===== config.mk =====
export PLATFORM = sky130hd
export DESIGN_NAME = tlp2axis
export DESIGN_NICKNAME = d
export VERILOG_FILES = /design/src/rtl/tlp2axis.sv
export SDC_FILE = /design/constraint.sdc
export NUM_CORES = 1
export LEC_CHECK = 0
export CORE_ASPECT_RATIO = 1.25
export CORE_MARGIN = 3
export CORE_UTILIZATION = 37
export CTS_CLUSTER_SIZE = 10
export DETAILED_ROUTE_END_ITERATION = 12
export HOLD_SLACK_MARGIN = 0.15
export PLACE_DENSITY = 0.76
export SLEW_MARGIN = 20
export SYNTH_ARGS = -nofsm -noshare
export SYNTH_HDL_FRONTEND = slang
export SYNTH_SLANG_ARGS = --single-unit

===== constraint.sdc =====
create_clock -name axi_clk -period 2.4 [get_ports axi_clk]
set_input_delay 0.24 -clock axi_clk [delete_from_list [all_inputs] [get_ports axi_clk]]
set_output_delay 0.24 -clock axi_clk [all_outputs]
set_load 0.01 [all_outputs]

===== src/rtl/tlp2axis.sv =====
// Memory-write TLP to AXI-Stream bridge: one header beat (address) then the payload beats.
// Defining TLP2AXIS_STATS_EN adds the tlp_count/dw_count completion counters.
module tlp2axis #(
    parameter int MAX_PCIE_PAYLOAD_SIZE = 128
) (
    input  logic        axi_clk,
    input  logic        axi_reset,
    input  logic        tlp_req_to_send,
    output logic        tlp_grant,
    input  logic [6:0]  tlp_fmt_type,
    input  logic [9:0]  tlp_length_in_dw,
    input  logic [63:0] tlp_address,
    input  logic [7:0]  tlp_ldwbe_fdwbe,
    input  logic        tlp_src_rdy_n,
    output logic        tlp_dst_rdy_n,
    input  logic [63:0] tlp_data,
    output logic        m_axis_tvalid,
    input  logic        m_axis_tready,
    output logic [63:0] m_axis_tdata,
    output logic [1:0]  m_axis_tuser,
    output logic        m_axis_tlast,
    output logic        err_fmt,
    output logic        err_length
`ifdef TLP2AXIS_STATS_EN
    ,
    output logic [31:0] tlp_count,
    output logic [31:0] dw_count
`endif
);

    localparam logic [12:0] MAX_BYTES = 13'(MAX_PCIE_PAYLOAD_SIZE);
    localparam logic [6:0]  FMT_MWR32 = 7'h40;
    localparam logic [6:0]  FMT_MWR64 = 7'h60;

    typedef enum logic [2:0] {IDLE, GRANT, HDR, DATA, DRAIN} state_t;

    state_t      state_q, state_d;
    logic [10:0] cnt_q, cnt_d;
    logic [10:0] beats_q, beats_d;
    logic [14:0] hdr_meta_q, hdr_meta_d;
    logic        valid_q, valid_d;
    logic [63:0] data_q, data_d;
    logic [1:0]  user_q, user_d;
    logic        last_q, last_d;
    logic        err_fmt_q, err_fmt_d;
    logic        err_len_q, err_len_d;

    logic [10:0] len_eff;
    logic [10:0] beats_in;
    logic        fmt_bad;
    logic        len_bad;
    logic        out_xfer;
    logic        beat_xfer;
    logic        last_in;

    assign m_axis_tvalid = valid_q;
    assign m_axis_tdata  = data_q;
    assign m_axis_tuser  = user_q;
    assign m_axis_tlast  = last_q;
    assign err_fmt       = err_fmt_q;
    assign err_length    = err_len_q;

    always_comb begin
        len_eff  = (tlp_length_in_dw == '0) ? 11'd1024 : {1'b0, tlp_length_in_dw};
        beats_in = (len_eff + 11'd1) >> 1;
        fmt_bad  = (tlp_fmt_type != FMT_MWR32) && (tlp_fmt_type != FMT_MWR64);
        len_bad  = {len_eff, 2'b00} > MAX_BYTES;
        out_xfer = valid_q && m_axis_tready;
        last_in  = (cnt_q == beats_q - 11'd1);
    end

    always_comb begin
        state_d       = state_q;
        cnt_d         = cnt_q;
        beats_d       = beats_q;
        hdr_meta_d    = hdr_meta_q;
        valid_d       = valid_q;
        data_d        = data_q;
        user_d        = user_q;
        last_d        = last_q;
        err_fmt_d     = 1'b0;
        err_len_d     = 1'b0;
        tlp_grant     = 1'b0;
        tlp_dst_rdy_n = 1'b1;
        beat_xfer     = 1'b0;

        case (state_q)
            IDLE: begin
                cnt_d = '0;
                if (tlp_req_to_send) state_d = GRANT;
            end
            GRANT: begin
                tlp_grant  = 1'b1;
                cnt_d      = '0;
                beats_d    = beats_in;
                // fmt/byte enables are held for debug visibility; nothing downstream consumes them
                hdr_meta_d = {tlp_fmt_type, tlp_ldwbe_fdwbe};
                err_fmt_d  = fmt_bad;
                err_len_d  = len_bad;
                if (fmt_bad || len_bad) begin
                    state_d = DRAIN;
                end else begin
                    state_d = HDR;
                    valid_d = 1'b1;
                    data_d  = tlp_address;
                    user_d  = 2'b01;
                    last_d  = 1'b0;
                end
            end
            HDR: begin
                if (out_xfer) begin
                    state_d = DATA;
                    valid_d = 1'b0;
                end
            end
            DATA: begin
                // stop accepting once every payload beat is in, so the next TLP's data is never swallowed
                tlp_dst_rdy_n = !((!valid_q || m_axis_tready) && (cnt_q != beats_q));
                beat_xfer     = !tlp_src_rdy_n && !tlp_dst_rdy_n;
                if (out_xfer) valid_d = 1'b0;
                if (beat_xfer) begin
                    valid_d = 1'b1;
                    data_d  = tlp_data;
                    user_d  = 2'b00;
                    last_d  = last_in;
                    cnt_d   = cnt_q + 11'd1;
                end
                if (out_xfer && last_q) state_d = IDLE;
            end
            DRAIN: begin
                tlp_dst_rdy_n = 1'b0;
                beat_xfer     = !tlp_src_rdy_n;
                if (beat_xfer) begin
                    cnt_d = cnt_q + 11'd1;
                    if (last_in) state_d = IDLE;
                end
            end
            default: state_d = IDLE;
        endcase
    end

    always_ff @(posedge axi_clk) begin
        if (axi_reset) begin
            state_q    <= IDLE;
            cnt_q      <= '0;
            beats_q    <= '0;
            hdr_meta_q <= '0;
            valid_q    <= 1'b0;
            data_q     <= '0;
            user_q     <= '0;
            last_q     <= 1'b0;
            err_fmt_q  <= 1'b0;
            err_len_q  <= 1'b0;
        end else begin
            state_q    <= state_d;
            cnt_q      <= cnt_d;
            beats_q    <= beats_d;
            hdr_meta_q <= hdr_meta_d;
            valid_q    <= valid_d;
            data_q     <= data_d;
            user_q     <= user_d;
            last_q     <= last_d;
            err_fmt_q  <= err_fmt_d;
            err_len_q  <= err_len_d;
        end
    end

`ifdef TLP2AXIS_STATS_EN
    logic [10:0] len_q, len_d;
    logic [31:0] tlp_cnt_q, tlp_cnt_d;
    logic [31:0] dw_cnt_q, dw_cnt_d;

    always_comb begin
        len_d     = len_q;
        tlp_cnt_d = tlp_cnt_q;
        dw_cnt_d  = dw_cnt_q;
        if (state_q == GRANT) len_d = len_eff;
        if (state_q == DATA && out_xfer && last_q) begin
            tlp_cnt_d = tlp_cnt_q + 32'd1;
            dw_cnt_d  = dw_cnt_q + {21'b0, len_q};
        end
    end

    always_ff @(posedge axi_clk) begin
        if (axi_reset) begin
            len_q     <= '0;
            tlp_cnt_q <= '0;
            dw_cnt_q  <= '0;
        end else begin
            len_q     <= len_d;
            tlp_cnt_q <= tlp_cnt_d;
            dw_cnt_q  <= dw_cnt_d;
        end
    end

    assign tlp_count = tlp_cnt_q;
    assign dw_count  = dw_cnt_q;
`endif

endmodule


# After elaboration in Yosys (flattened, before gate mapping)
# Index checks and enable logic that the tools add are counted.
# classes
eq_ne	15
n_mux	26
bitwise_logic	1
n_reduce_logical	21
magnitude_cmp	1
addsub	3
# op_table
cell	count
2-to-1 mux 64 bit	2
case mux 64 bit (2 select lines)	1
2-to-1 mux 11 bit	3
case mux 11 bit (3 select lines)	1
adder 11 x 1 -> 11 bit, second input constant	2
2-to-1 mux 3 bit	6
case mux 3 bit (5 select lines)	1
inequality test 2 bit, second input constant	7
inequality test 7 bit, second input constant	2
greater-than comparator 13 x 8 -> 1 bit, second input constant	1
equality test 11 bit	1
inequality test 11 x 10 -> 1 bit	1
subtractor 10 x 1 -> 11 bit, second input constant	1
logical NOT 10 bit	1
equality test 3 x 2 -> 1 bit, second input constant	2
2-to-1 mux 1 bit	6
AND reduction 3 bit	2
nonzero test 3 bit	2
logical AND 1 bit	5
AND reduction 5 bit	1
2-to-1 mux 2 bit	2
case mux 1 bit (2 select lines)	2
case mux 2 bit (2 select lines)	1
OR reduction 2 bit	2
other kinds (9)	12
# word_totals
elab_cells	76
output_inout_bits	72
inputBits	158
regBits	94

# Longest topological paths before layout
# Gate-level depths: netlist of the first run.
# logic_depth
word_depth	6
mapped_depth	10
mapped_depth_nobuf	8

# Worst setup path after synthesis of the first run
# OpenSTA, ideal clock, no wires.
# synth_timing
kind	reg2reg
start	reg beats_q[0]
end	reg state_q[2]
slack_ps	81
setup_time_ps	116
period_less_slack_ps	2319
arrival_ps	2203
t_required_ps	2284
path_stages_with_launch	10
n_path_buf	1
path_cell_list	dfxtp_1 inv_1 ha_1 clkbuf_1 or3_1 or3_1 o211ai_1 a311oi_1 or4_1 o211a_1
# synth_via
elab_chain_len	4
# synth_lines
item	line_no	rtl
from (decl)	39	logic [10:0] beats_q, beats_d;
from (signal assigned)	157	beats_q <= beats_d;
subtractor 10 x 1 -> 11 bit	69	last_in = (cnt_q == beats_q - 11'd1);
equality test 11 bit	69	
inequality test 2 bit (no source line)	-	
AND reduction 5 bit (no source line)	-	
to (signal assigned)	155	state_q <= state_d;
to (decl)	37	state_t state_q, state_d;
# No other way between the ends.
# A chain may end at the register's enable or synchronous reset.

# Worst setup path after layout of the first run
# layout_timing
start	reg state_q[2]
end	out tlp_grant
# layout_via
elab_chain_len	2
# layout_lines
item	line_no	rtl
equality test 3 x 1 -> 1 bit	87	case (state_q)
2-to-1 mux 1 bit	87	
to (decl)	9	output logic tlp_grant,
# No other way between the ends.

==> reports/results.ini, run 1 <==
[global_routing]
met3_usage = 0.0481
grt.total_usage = 0.221
grt_pass1_wl_um = 25700
grt_busiest_layer = met2
antenna_found_initial = 0
gr-usage-met2 = 0.373
grt_pass1_vias = 5162
overflow = 0
grt_use_met1 = 0.268
grt_max_degree = 65

[clock_tree]
cts_buffers = 9
holdBufCountCts = 0
h-tree-depth = 3
root_buffer = clkbuf_16
clk_pin_slew_ns = 0.07
clkSinkCount = 93
clock_path_buffers = 2
clock_latency_ns = 0.35
cts_tree = built

[placement]
placed_cells = 989
gp_congestion = 0.885
dp.final_hpwl_um = 12400
portBuffers = 219

[floorplan]
placementRows = 46
dieWidth_um = 108
die-area_mm2 = 0.0145
ios = 230
core_mm2 = 0.0127
die_y_um = 134
initial_core_util = 0.380

[yosys]
ys_types = 51
synth_top_family_by_area = simple AND/OR/NAND/NOR gates
synth.area.mux_share = 0.00207
synthAdderAreaFrac = 0.0103
synth-simple-area-share = 0.289
synth_compound_area_frac = 0.200
syn_nets = 785
ys.flop_type = dfxtp_1
ys_ff_latch = 93
syn_inst = 623
synthArstFlopShare = 0
ys_warn_count = 0
avgSynthCellArea_um2 = 7.76
synth_xor_area_frac = 0.0507
synthTopCellsByArea = dfxtp_1 38%, a311oi_1 12%, nand3_1 7.7%
synth_edf_count = 0
synth_largest_area_cell = dfxtp_1
seq_area_frac_synth = 0.385
synthDominantCellAreaShare = 0.385
syn-cell-area_mm2 = 0.00484

[sta]
worst_slew_pin_slew_ns = 0.724
setup_viol = 0
hold_ws_ns = 0.293
fmax_mhz = 434
fin_crit_ns = 2.31
finalHoldViolCount = 0
fin_skew_ns = 0.0108
final.period_utilization = 0.961
slew_headroom = 0.517
drv_slew = 0
rsz0062_at_grt = true

[cells_and_area]
drive_gt1_frac = 0.0883
nets = 996
antenna-diode-count = 0
area_delta_synth_final_pct = 59.9
fin_util = 0.608
fin_cells = 1006

[power_and_ir_drop]
netSwitchingFraction = 0.310
clock_power_share = 0.333
power_switching_uw = 1450
seqPwrFrac = 0.364
vdd_ir_drop_max_mv = 0.373
power.internal_uw = 3220
p_per_area_mw_per_mm2 = 604
leakage_uw = 0.00273
pwr-share-comb = 0.302

[setup_path]
cp.required_ns = 2.16
worstPathMaxFanout = 14
worstPathArrival_ns = 2.07
cp-end-kind = output port
worstSetupPathType = reg -> out
start_kind = flop

[hold_path]
hp-class = in -> reg

[detailed_routing]
routed_wl_um = 17000
drc = 0
drt_iter0_drc = 287
drt-wirelength-per-cell_um = 16.9
antenna_left = 0
first_pass_iters = 6
num_vias = 5518
via_per_inst = 5.49

[status]
status = finished clean

[flow_run]
drv_cap = 0

==> path summary, 6_finish.rpt <==
check                           slack, ns              end             from  cells after the start
worst min register to register       0.46  m_axis_tuser[0]  m_axis_tuser[0]                      2
worst max register to register       0.13       state_q[2]       beats_q[1]                      8
worst max-delay path                 0.09        tlp_grant       state_q[2]                      5
worst min-delay path                 0.29    m_axis_tvalid        axi_reset                      2
==> Yosys cell counts, types with 3 or more instances <==
library cell,instances
dfxtp_1,93
nor2_1,84
nand2_1,83
nand3_1,74
a311oi_1,65
clkbuf_1,42
a21oi_1,23
xnor2_1,17
buf_2,12
o21ai_0,12
xor2_1,11
a211oi_1,9
or4_1,9
nor3_1,8
and3_1,7
inv_1,7
nand2b_1,6
buf_4,5
nand4_1,5
nor2b_1,5
ha_1,4
or3_1,4
or4b_1,3
==> layer usage <==
layer  share of wire  up-vias
met5               0        -
met2            0.49      227
met1            0.41     2579
met3           0.067       36
li1                -     2676
met4           0.037        0
==> flip-flops by register name, indices dropped and copies added, names as in the netlist <==
signal         cells
err_fmt            1
m_axis_tuser       1
err_length         1
m_axis_tlast       1
m_axis_tvalid      1
beats_q           10
state_q            3
cnt_q             11
m_axis_tdata      64
==> layout make-up <==
class / instances / area, µm²
Fill cell: 1073 / 4990
Multi-Input combinational cell: 461 / 2730
Timing Repair Buffer: 262 / 2580
Sequential cell: 93 / 1860
Clock buffer: 9 / 225
Tap cell: 168 / 210
Clock inverter: 6 / 93.8
Inverter: 7 / 26.3
==> repair_timing <==
action | in CTS | in global routing
resized for setup | 3 | 9
cloned | 0 | 1
hold endpoints to repair | 0 | 0
pin swaps | 0 | 2
setup endpoints to repair | 2 | 67
setup buffers | 0 | 1
==> placed cells by master (no fill, tap or decap), types with 2 or more instances in the layout <==
cell and instances:
o211ai_1 2, a311oi_1 64, a31oi_1 2, clkbuf_16 10
or3_1 4, clkdlybuf4s50_1 217, a21oi_1 22, nand2_1 82
inv_1 7, buf_4 35, nand3_1 74, nand2b_1 6
bufinv_16 2, nor2_1 84, nor2b_1 4, or4b_1 3
xor2_1 11, o21bai_1 2, dfxtp_2 2, o21ai_0 12
dfxtp_1 91, and3_1 7, a211oi_1 9, or4_1 9
buf_12 4, inv_6 3, nand4_1 5, ha_1 4
buf_6 3, xnor2_1 16, nor3_1 8
==> logic make-up (layout without fill, tap and decap cells) <==
kind of cell,count (synthesis),in the layout
flip-flops,93,93
other,1,1
adder cells (fa/ha/maj),4,4
AND/OR/NAND/NOR,299,299
XOR/XNOR,28,28
multiplexers,1,1
buffers and inverters,69,284
AO/OA/AOI/OAI,128,128
==> power groups by stage <==
stage	sequential [µW]	clock [µW]	combinational (µW)
floorplan	1690	0	831
global route	1710	1650	1530
finish	1700	1560	1410
CTS	1700	1590	1410
detailed placement	1730	0	1370
global placement	1730	0	1330
==> stage by stage <==
step                      instance area, µm²  setup WS (ns)  total power (µW)  TNS (ns)
after detailed placement                7340         -0.327              3100    -14.69
after global routing                    7730       0.000723              4900         0
after global placement                  7340         -0.248              3050    -14.65
after floorplan                         4840         0.0807              2530         0
final                                   7730         0.0947              4670         0
after CTS                               7670         0.0285              4700         0
==> critical path, cell delays in order, from the launching register on <==
cell and delay (ns):
dfxtp_1 0.39, nand2b_1 0.20, or2_4 0.29, inv_1 0.10, buf_4 0.19, clkdlybuf4s50_1 0.55
(Power assumes the default switching activity.)
==> run 2, diff against run 1 <==
--- a/config.mk
+++ b/config.mk
@@ -5,13 +5,16 @@
 export SDC_FILE = /design/constraint.sdc
 export NUM_CORES = 1
 export LEC_CHECK = 0
+export CAP_MARGIN = 20
 export CORE_ASPECT_RATIO = 1.25
 export CORE_MARGIN = 3
-export CORE_UTILIZATION = 37
+export CORE_UTILIZATION = 57
 export CTS_CLUSTER_SIZE = 10
 export DETAILED_ROUTE_END_ITERATION = 12
+export DONT_BUFFER_PORTS = 1
+export GPL_TIMING_DRIVEN = 0
 export HOLD_SLACK_MARGIN = 0.15
-export PLACE_DENSITY = 0.76
+export PLACE_DENSITY = 0.74
 export SLEW_MARGIN = 20
 export SYNTH_ARGS = -nofsm -noshare
 export SYNTH_HDL_FRONTEND = slang
==> reports/results.ini, run 2 (synthesized netlist as in run 1, its figures left out) <==
[detailed_routing]
drc = 0  ; unchanged
routed_wl_um = 21100  ; +24%
via_per_inst = 6.92  ; +26%
first_pass_iters = 8  ; +2
antenna_left = 0  ; unchanged
drt_iter0_drc = 627  ; +120%
drt-wirelength-per-cell_um = 24.2  ; +43%
num_vias = 6018  ; +9.1%

[cells_and_area]
final_common_cell = dlygate4sd3_1
nets = 932  ; -6.4%
drive_gt1_frac = 0.0906  ; +0.00225
area_delta_synth_final_pct = 38.1
fin_util = 0.833  ; +0.225
mostFrequentLayoutCells = 137 x dlygate4sd3_1, 87 x dfxtp_1, 83 x nand2_1, 83 x nor2_1, 74 x nand3_1
largest_reg_flops = 64  ; unchanged
design_area_mm2 = 0.00668  ; -14%

[hold_path]
hold_end = beats_q[5]
hold_path_startpoint = tlp_length_in_dw[6]
hp-class = in -> reg
hold_path_depth = 2  ; unchanged

[sta]
slew_headroom = 0.555  ; +0.0376
fin_skew_ns = 0.00963  ; -0.00120 ns
drv_slew = 0  ; unchanged
fmax_mhz = 407  ; -6.2%
final.period_utilization = 1.02  ; +0.0630
setup_viol = 4  ; +4
fin_crit_ns = 2.46  ; +0.151 ns
fin_ws_ns = -0.0564  ; -0.151 ns
finalHoldViolCount = 0  ; unchanged
worst_slew_pin_slew_ns = 0.662  ; -0.0625 ns

[setup_path]
cp-end-kind = flop
start_kind = flop
crit_family = simple AND/OR/NAND/NOR gates
worstPathArrival_ns = 2.71  ; +0.64 ns
reg2reg_slack_ns = -0.06  ; -0.19 ns
cp_cell_sequence = xor2_1 -> or4_4 -> nor3_4 -> o21ai_2 -> buf_6 -> buf_4 -> nor2_1 -> a311oi_2
slowest_delay_ns = 0.51  ; -0.04 ns
worstPathMaxFanout = 10  ; -4
reg2reg_from = cnt_q[5]
ff2ff_path_depth = 8  ; unchanged
cp.required_ns = 2.65  ; +0.49 ns
reg2reg_to = m_axis_tdata[23]
worstSetupPathType = reg -> reg
slowest_stage = or4_4
path_buf_inv = 2  ; -1

[clock_tree]
root_buffer = clkbuf_8
cts_tree = built
cts_buffers = 9  ; unchanged
clk_pin_slew_ns = 0.09  ; +0.02 ns
clock_path_buffers = 2  ; unchanged
h-tree-depth = 3  ; unchanged
clkSinkCount = 93  ; unchanged
clock_latency_ns = 0.38  ; +0.03 ns

[floorplan]
ios = 230  ; unchanged
initial_core_util = 0.603  ; +0.223
die_y_um = 109  ; -19%
core_mm2 = 0.00802  ; -37%
dieWidth_um = 88.4  ; -18%
placementRows = 36  ; -22%
die-area_mm2 = 0.00963  ; -34%

[placement]
gp_congestion = 0.864  ; -2.4%
place_ws_ns = -0.214  ; +0.113 ns
dp.final_hpwl_um = 11400  ; -8.1%
portBuffers = 0  ; -100%
dpl-instance-area_mm2 = 0.00496  ; -32%

[power_and_ir_drop]
p_per_area_mw_per_mm2 = 617  ; +2.2%
leakage_uw = 0.00238  ; -13%
vdd_ir_drop_max_mv = 0.513  ; +37%

[status]
status = finished, violations left
failed_checks = negative setup slack

[global_routing]
antenna_found_initial = 1  ; +1
overflow = 0  ; unchanged
grt_max_degree = 14  ; -78%
grt_pass1_vias = 5807  ; +12%
grt_pass1_wl_um = 30000  ; +17%
grt.total_usage = 0.405  ; +0.185

[flow_run]
drv_cap = 0  ; unchanged

==> run 2: report_power, final <==
| group | total, µW | switching [µW] | internal, µW |
|---|---|---|---|
| Sequential | 1700 | 91.4 | 1610 |
| Clock | 1110 | 558 | 557 |
| Combinational | 1310 | 730 | 576 |
==> run 2: routing by layer <==
metal,routed length (µm),vias to the layer above,track usage
li1,-,2553,-
met1,6840,2760,0.419
met2,10000,533,0.651
met3,2620,172,0.183
met4,1570,0,0.273
met5,0,-,0
==> run 2: cell type report <==
type / count / area, µm²
multi-input cells: 461 / 2780
clock inverters: 1 / 30.0
diodes: 2 / 5.00
plain buffers: 57 / 282
repair buffers: 141 / 1400
well taps: 95 / 119
fillers: 435 / 1340
flip-flops and latches: 93 / 1870
inverters: 7 / 28.8
clock buffers: 13 / 169
==> run 2: through the flow <==
stage / std cells / hold slack [ns] / setup TNS, ns / total power (µW)
after floorplan: 623 / 0.402 / 0 / 2530
after global placement: 718 / 0.406 / -6.80 / 2710
after detailed placement: 718 / 0.409 / -6.49 / 2740
after CTS: 864 / 0.154 / 0 / 3990
after global routing: 869 / 0.149 / -0.910 / 4320
final: 870 / 0.139 / -0.0786 / 4120
==> run 2: how the worst max path moves through the flow <==
stage | start | to | slack, ns | cells after the start
3_5_place_dp | state_q[2] | m_axis_tdata[35] | -0.21 | 9
4_1_cts | state_q[2] | m_axis_tdata[3] | 0.01 | 9
6_report | cnt_q[5] | m_axis_tdata[23] | -0.06 | 8
3_3_place_gp | state_q[2] | m_axis_tdata[38] | -0.21 | 9
2_1_floorplan | beats_q[0] | state_q[2] | 0.08 | 9
5_1_grt | cnt_q[5] | m_axis_tdata[17] | -0.22 | 8
==> run 2: what timing repair did <==
item                       in CTS  in global routing
buffers inserted                0                  2
hold buffers                  136                  1
setup endpoints to repair      74                 69
hold endpoints to repair       72                  1
cloned                          0                  2
resized for setup               7                 42
pin swaps                       0                  8
==> run 2: worst reg2reg max path, stage by stage, from the launching register on <==
cell and delay [ns]:
dfxtp_1 0.49, xor2_1 0.14, or4_4 0.51, nor3_4 0.25, o21ai_2 0.14, buf_6 0.16
buf_4 0.17, nor2_1 0.38, a311oi_2 0.09
==> run 3, diff against run 2 <==
==> constraint.sdc (replaced) <==
create_clock -name axi_clk -period 2.2 [get_ports axi_clk]
set_input_delay 0.22 -clock axi_clk [delete_from_list [all_inputs] [get_ports axi_clk]]
set_output_delay 0.22 -clock axi_clk [all_outputs]
set_load 0.01 [all_outputs]
==> reports/results.ini, run 3 <==
[placement]
dpl-instance-area_mm2 = 0.00497  ; +0.25%
portBuffers = 0  ; unchanged
placed_cells = 718  ; unchanged
dp.final_hpwl_um = 11600  ; +1.9%
gp_congestion = 0.867  ; +0.45%

[floorplan]
die_y_um = 109  ; unchanged
initial_core_util = 0.603  ; unchanged
dieWidth_um = 88.4  ; unchanged
placementRows = 36  ; unchanged
ios = 230  ; unchanged

[clock_tree]
h-tree-depth = 3  ; unchanged
root_buffer = clkbuf_8
clock_path_buffers = 2  ; unchanged
cts_buffers = 9  ; unchanged
clkSinkCount = 93  ; unchanged

[yosys]
synth_largest_area_cell = dfxtp_1
synth_edf_count = 0  ; unchanged
syn-cell-area_mm2 = 0.00484  ; unchanged
synth_top_cells_by_count = 93 x dfxtp_1, 84 x nor2_1, 83 x nand2_1
syn_inst = 623  ; unchanged
ys_warn_count = 0  ; unchanged
seq_area_frac_synth = 0.385  ; unchanged
avgSynthCellArea_um2 = 7.76  ; unchanged
synthArstFlopShare = 0  ; unchanged
synthTopCellsByArea = dfxtp_1 38%, a311oi_1 12%, nand3_1 7.7%
yosysMostFrequentCell = dfxtp_1
ys_ff_latch = 93  ; unchanged
ys.flop_type = dfxtp_1
ys_types = 51  ; unchanged
syn_nets = 785  ; unchanged
synthDominantCellAreaShare = 0.385  ; unchanged

[global_routing]
antenna_found_initial = 3
grt_max_degree = 17
overflow = 6
grt.total_usage = 0.766

[status]
status = stopped before the end
stop_error = [ERROR GRT-0232] Routing congestion too high. Check the congestion heatmap in the GUI.
haltStage = global routing (5_1_grt)

[sta]
crit_endpoint = tlp_dst_rdy_n
endpoint_type = output port

-- run 3: cell counts after synthesis --
No cell type changed its count.
-- run 3: cell families after synthesis --
kind of cell | share of synthesized area
multiplexers | 0.00207
adder cells (fa/ha/maj) | 0.0103
buffers and inverters | 0.0621
other | 0.000775
AO/OA/AOI/OAI | 0.200
AND/OR/NAND/NOR | 0.289
flip-flops | 0.385
XOR/XNOR | 0.0507
-- run 3: per-stage QoR --
| stage | worst slack, ns | hold WS, ns |
|---|---|---|
| floorplan | -0.0250 | 0.382 |
| global placement | -0.375 | 0.385 |
| detailed placement | -0.418 | 0.390 |
| CTS | -0.0340 | 0.151 |
-- run 3: per-layer routing --
layer	GRT usage	overflow
met5	0.170	0
met4	0.737	6
met3	0.682	0
met2	0.908	0
met1	0.756	0
-- run 3: repair_timing --
action,CTS
resized for setup,37
hold buffers,139
pin swaps,6
endpoints found under the setup margin,79
cloned,1
buffers inserted,5
endpoints found under the hold margin,75
==> run 4, diff against run 3 <==
==> config.mk (replaced) <==
export PLATFORM = sky130hd
export DESIGN_NAME = tlp2axis
export DESIGN_NICKNAME = d
export VERILOG_FILES = /design/src/rtl/tlp2axis.sv
export SDC_FILE = /design/constraint.sdc
export NUM_CORES = 1
export LEC_CHECK = 0
export CAP_MARGIN = 20
export CORE_MARGIN = 3
export CORE_UTILIZATION = 40
export DETAILED_ROUTE_END_ITERATION = 12
export DONT_BUFFER_PORTS = 1
export GPL_TIMING_DRIVEN = 0
export PLACE_DENSITY_LB_ADDON = 0.15
export SLEW_MARGIN = 20
export SYNTH_ARGS = -nofsm -noshare
export SYNTH_HDL_FRONTEND = slang
export SYNTH_SLANG_ARGS = --single-unit
==> constraint.sdc (replaced) <==
create_clock -name axi_clk -period 2.86 [get_ports axi_clk]
set_input_delay 0.286 -clock axi_clk [delete_from_list [all_inputs] [get_ports axi_clk]]
set_output_delay 0.286 -clock axi_clk [all_outputs]
set_load 0.01 [all_outputs]
==> reports/results.ini, run 4 (synthesized netlist as in run 1, its figures left out) <==
[sta]
fin_skew_ns = 0.00967
drv_slew = 0
finalHoldViolCount = 0
fin_setup_tns_ns = 0
setup_viol = 0
rsz0062_at_grt = false
hold_ws_ns = 0.0858
fmax_mhz = 387
final.period_utilization = 0.904
worst_slew_pin_slew_ns = 0.678
fin_crit_ns = 2.59
slew_headroom = 0.544

[clock_tree]
clock_latency_ns = 0.35
clock_path_buffers = 2  ; unchanged
cts_tree = built
cts_buffers = 9  ; unchanged
clk_pin_slew_ns = 0.07
cts-resized-gates = 0  ; -100%
clkSinkCount = 93  ; unchanged
root_buffer = clkbuf_16
holdBufCountCts = 0  ; -100%
postCtsSetupRepairBufs = 0  ; -5
h-tree-depth = 3  ; unchanged

[cells_and_area]
design_area_mm2 = 0.00532
antenna-diode-count = 0
largest_reg_flops = 64
fin_util = 0.458
fill_cells = 1179
nets = 796
drive_gt1_frac = 0.0642
final_common_cell = dfxtp_1
area_delta_synth_final_pct = 9.98
mostFrequentLayoutCells = 93 x dfxtp_1, 84 x nor2_1, 83 x nand2_1

[detailed_routing]
drc = 0
num_vias = 4724
routed_wl_um = 15100
antenna_left = 0
drt-wirelength-per-cell_um = 19.3
first_pass_iters = 5
via_per_inst = 6.04
drt_iter0_drc = 315

[floorplan]
core_mm2 = 0.0116
initial_core_util = 0.417  ; -0.187
die-area_mm2 = 0.0134
ios = 230  ; unchanged
die_y_um = 116  ; +6.4%
placementRows = 39  ; +8.3%
dieWidth_um = 116  ; +31%

[global_routing]
grt_max_degree = 17
grt_use_met1 = 0.271
grt_pass1_vias = 4464
overflow = 0
gr-usage-met2 = 0.350
grt_pass1_wl_um = 22900
grt_busiest_layer = met2
met3_usage = 0.0637
grt.total_usage = 0.216
antenna_found_initial = 0

[flow_run]
drv_cap = 0

[status]
status = finished clean

[placement]
portBuffers = 0  ; unchanged
gp_congestion = 0.850  ; -2.0%
dp.final_hpwl_um = 11400  ; -2.3%
dpl-instance-area_mm2 = 0.00502  ; +0.96%

[power_and_ir_drop]
leakage_uw = 0.00180
vdd_ir_drop_max_mv = 0.301
p_per_area_mw_per_mm2 = 661

[hold_path]
hp-class = in -> reg
hold_path_depth = 2

[setup_path]
reg2reg_slack_ns = 0.27
worstSetupPathType = reg -> reg
cp-end-kind = flop
ff2ff_path_depth = 9
worstPathMaxFanout = 10
cp.required_ns = 3.11
worstPathArrival_ns = 2.84
start_kind = flop

## run 4: worst paths after layout
check	start	endpoint
max	state_q[2]	m_axis_tdata[5]
min	tlp_address[41]	m_axis_tdata[41]
max reg2reg	state_q[2]	m_axis_tdata[5]
min reg2reg	cnt_q[0]	cnt_q[0]
## run 4: stage by stage
stage / setup WS [ns] / std cells / total power [µW]
2_1_floorplan: 0.541 / 623 / 2120
3_3_place_gp: 0.182 / 766 / 2290
3_5_place_dp: 0.171 / 766 / 2310
4_1_cts: 0.146 / 782 / 3540
5_1_grt: 0.0299 / 782 / 3710
6_report: 0.274 / 782 / 3520
## run 4: layout make-up
type	instances	area (µm²)	area share
well taps	143	179	0.0336
flip-flops and latches	93	1860	0.350
inverters	7	26.3	0.00494
multi-input cells	461	2680	0.504
clock inverters	7	73.8	0.0139
plain buffers	62	275	0.0517
clock buffers	9	225	0.0423
## run 4: critical path: stages (launching register included)
cell	delay, ns
dfxtp_1	0.37
nand2b_1	0.19
or2_2	0.28
buf_2	0.18
inv_1	0.20
nand4_1	0.26
o21ai_2	0.19
clkbuf_1	0.47
nor2_1	0.08
a311oi_1	0.25
## run 4: layer usage
metal / share of wire / vias up
li1: - / 2285
met1: 0.42 / 2195
met2: 0.46 / 223
met3: 0.091 / 21
met4: 0.021 / 0
met5: 0 / -
## run 4: power by group
group / internal, µW / leakage [µW] / total [µW] / switching (µW)
registers: 1350 / 0.000751 / 1410 / 59.8
logic: 330 / 0.000906 / 883 / 553
clock network: 681 / 0.000146 / 1220 / 542
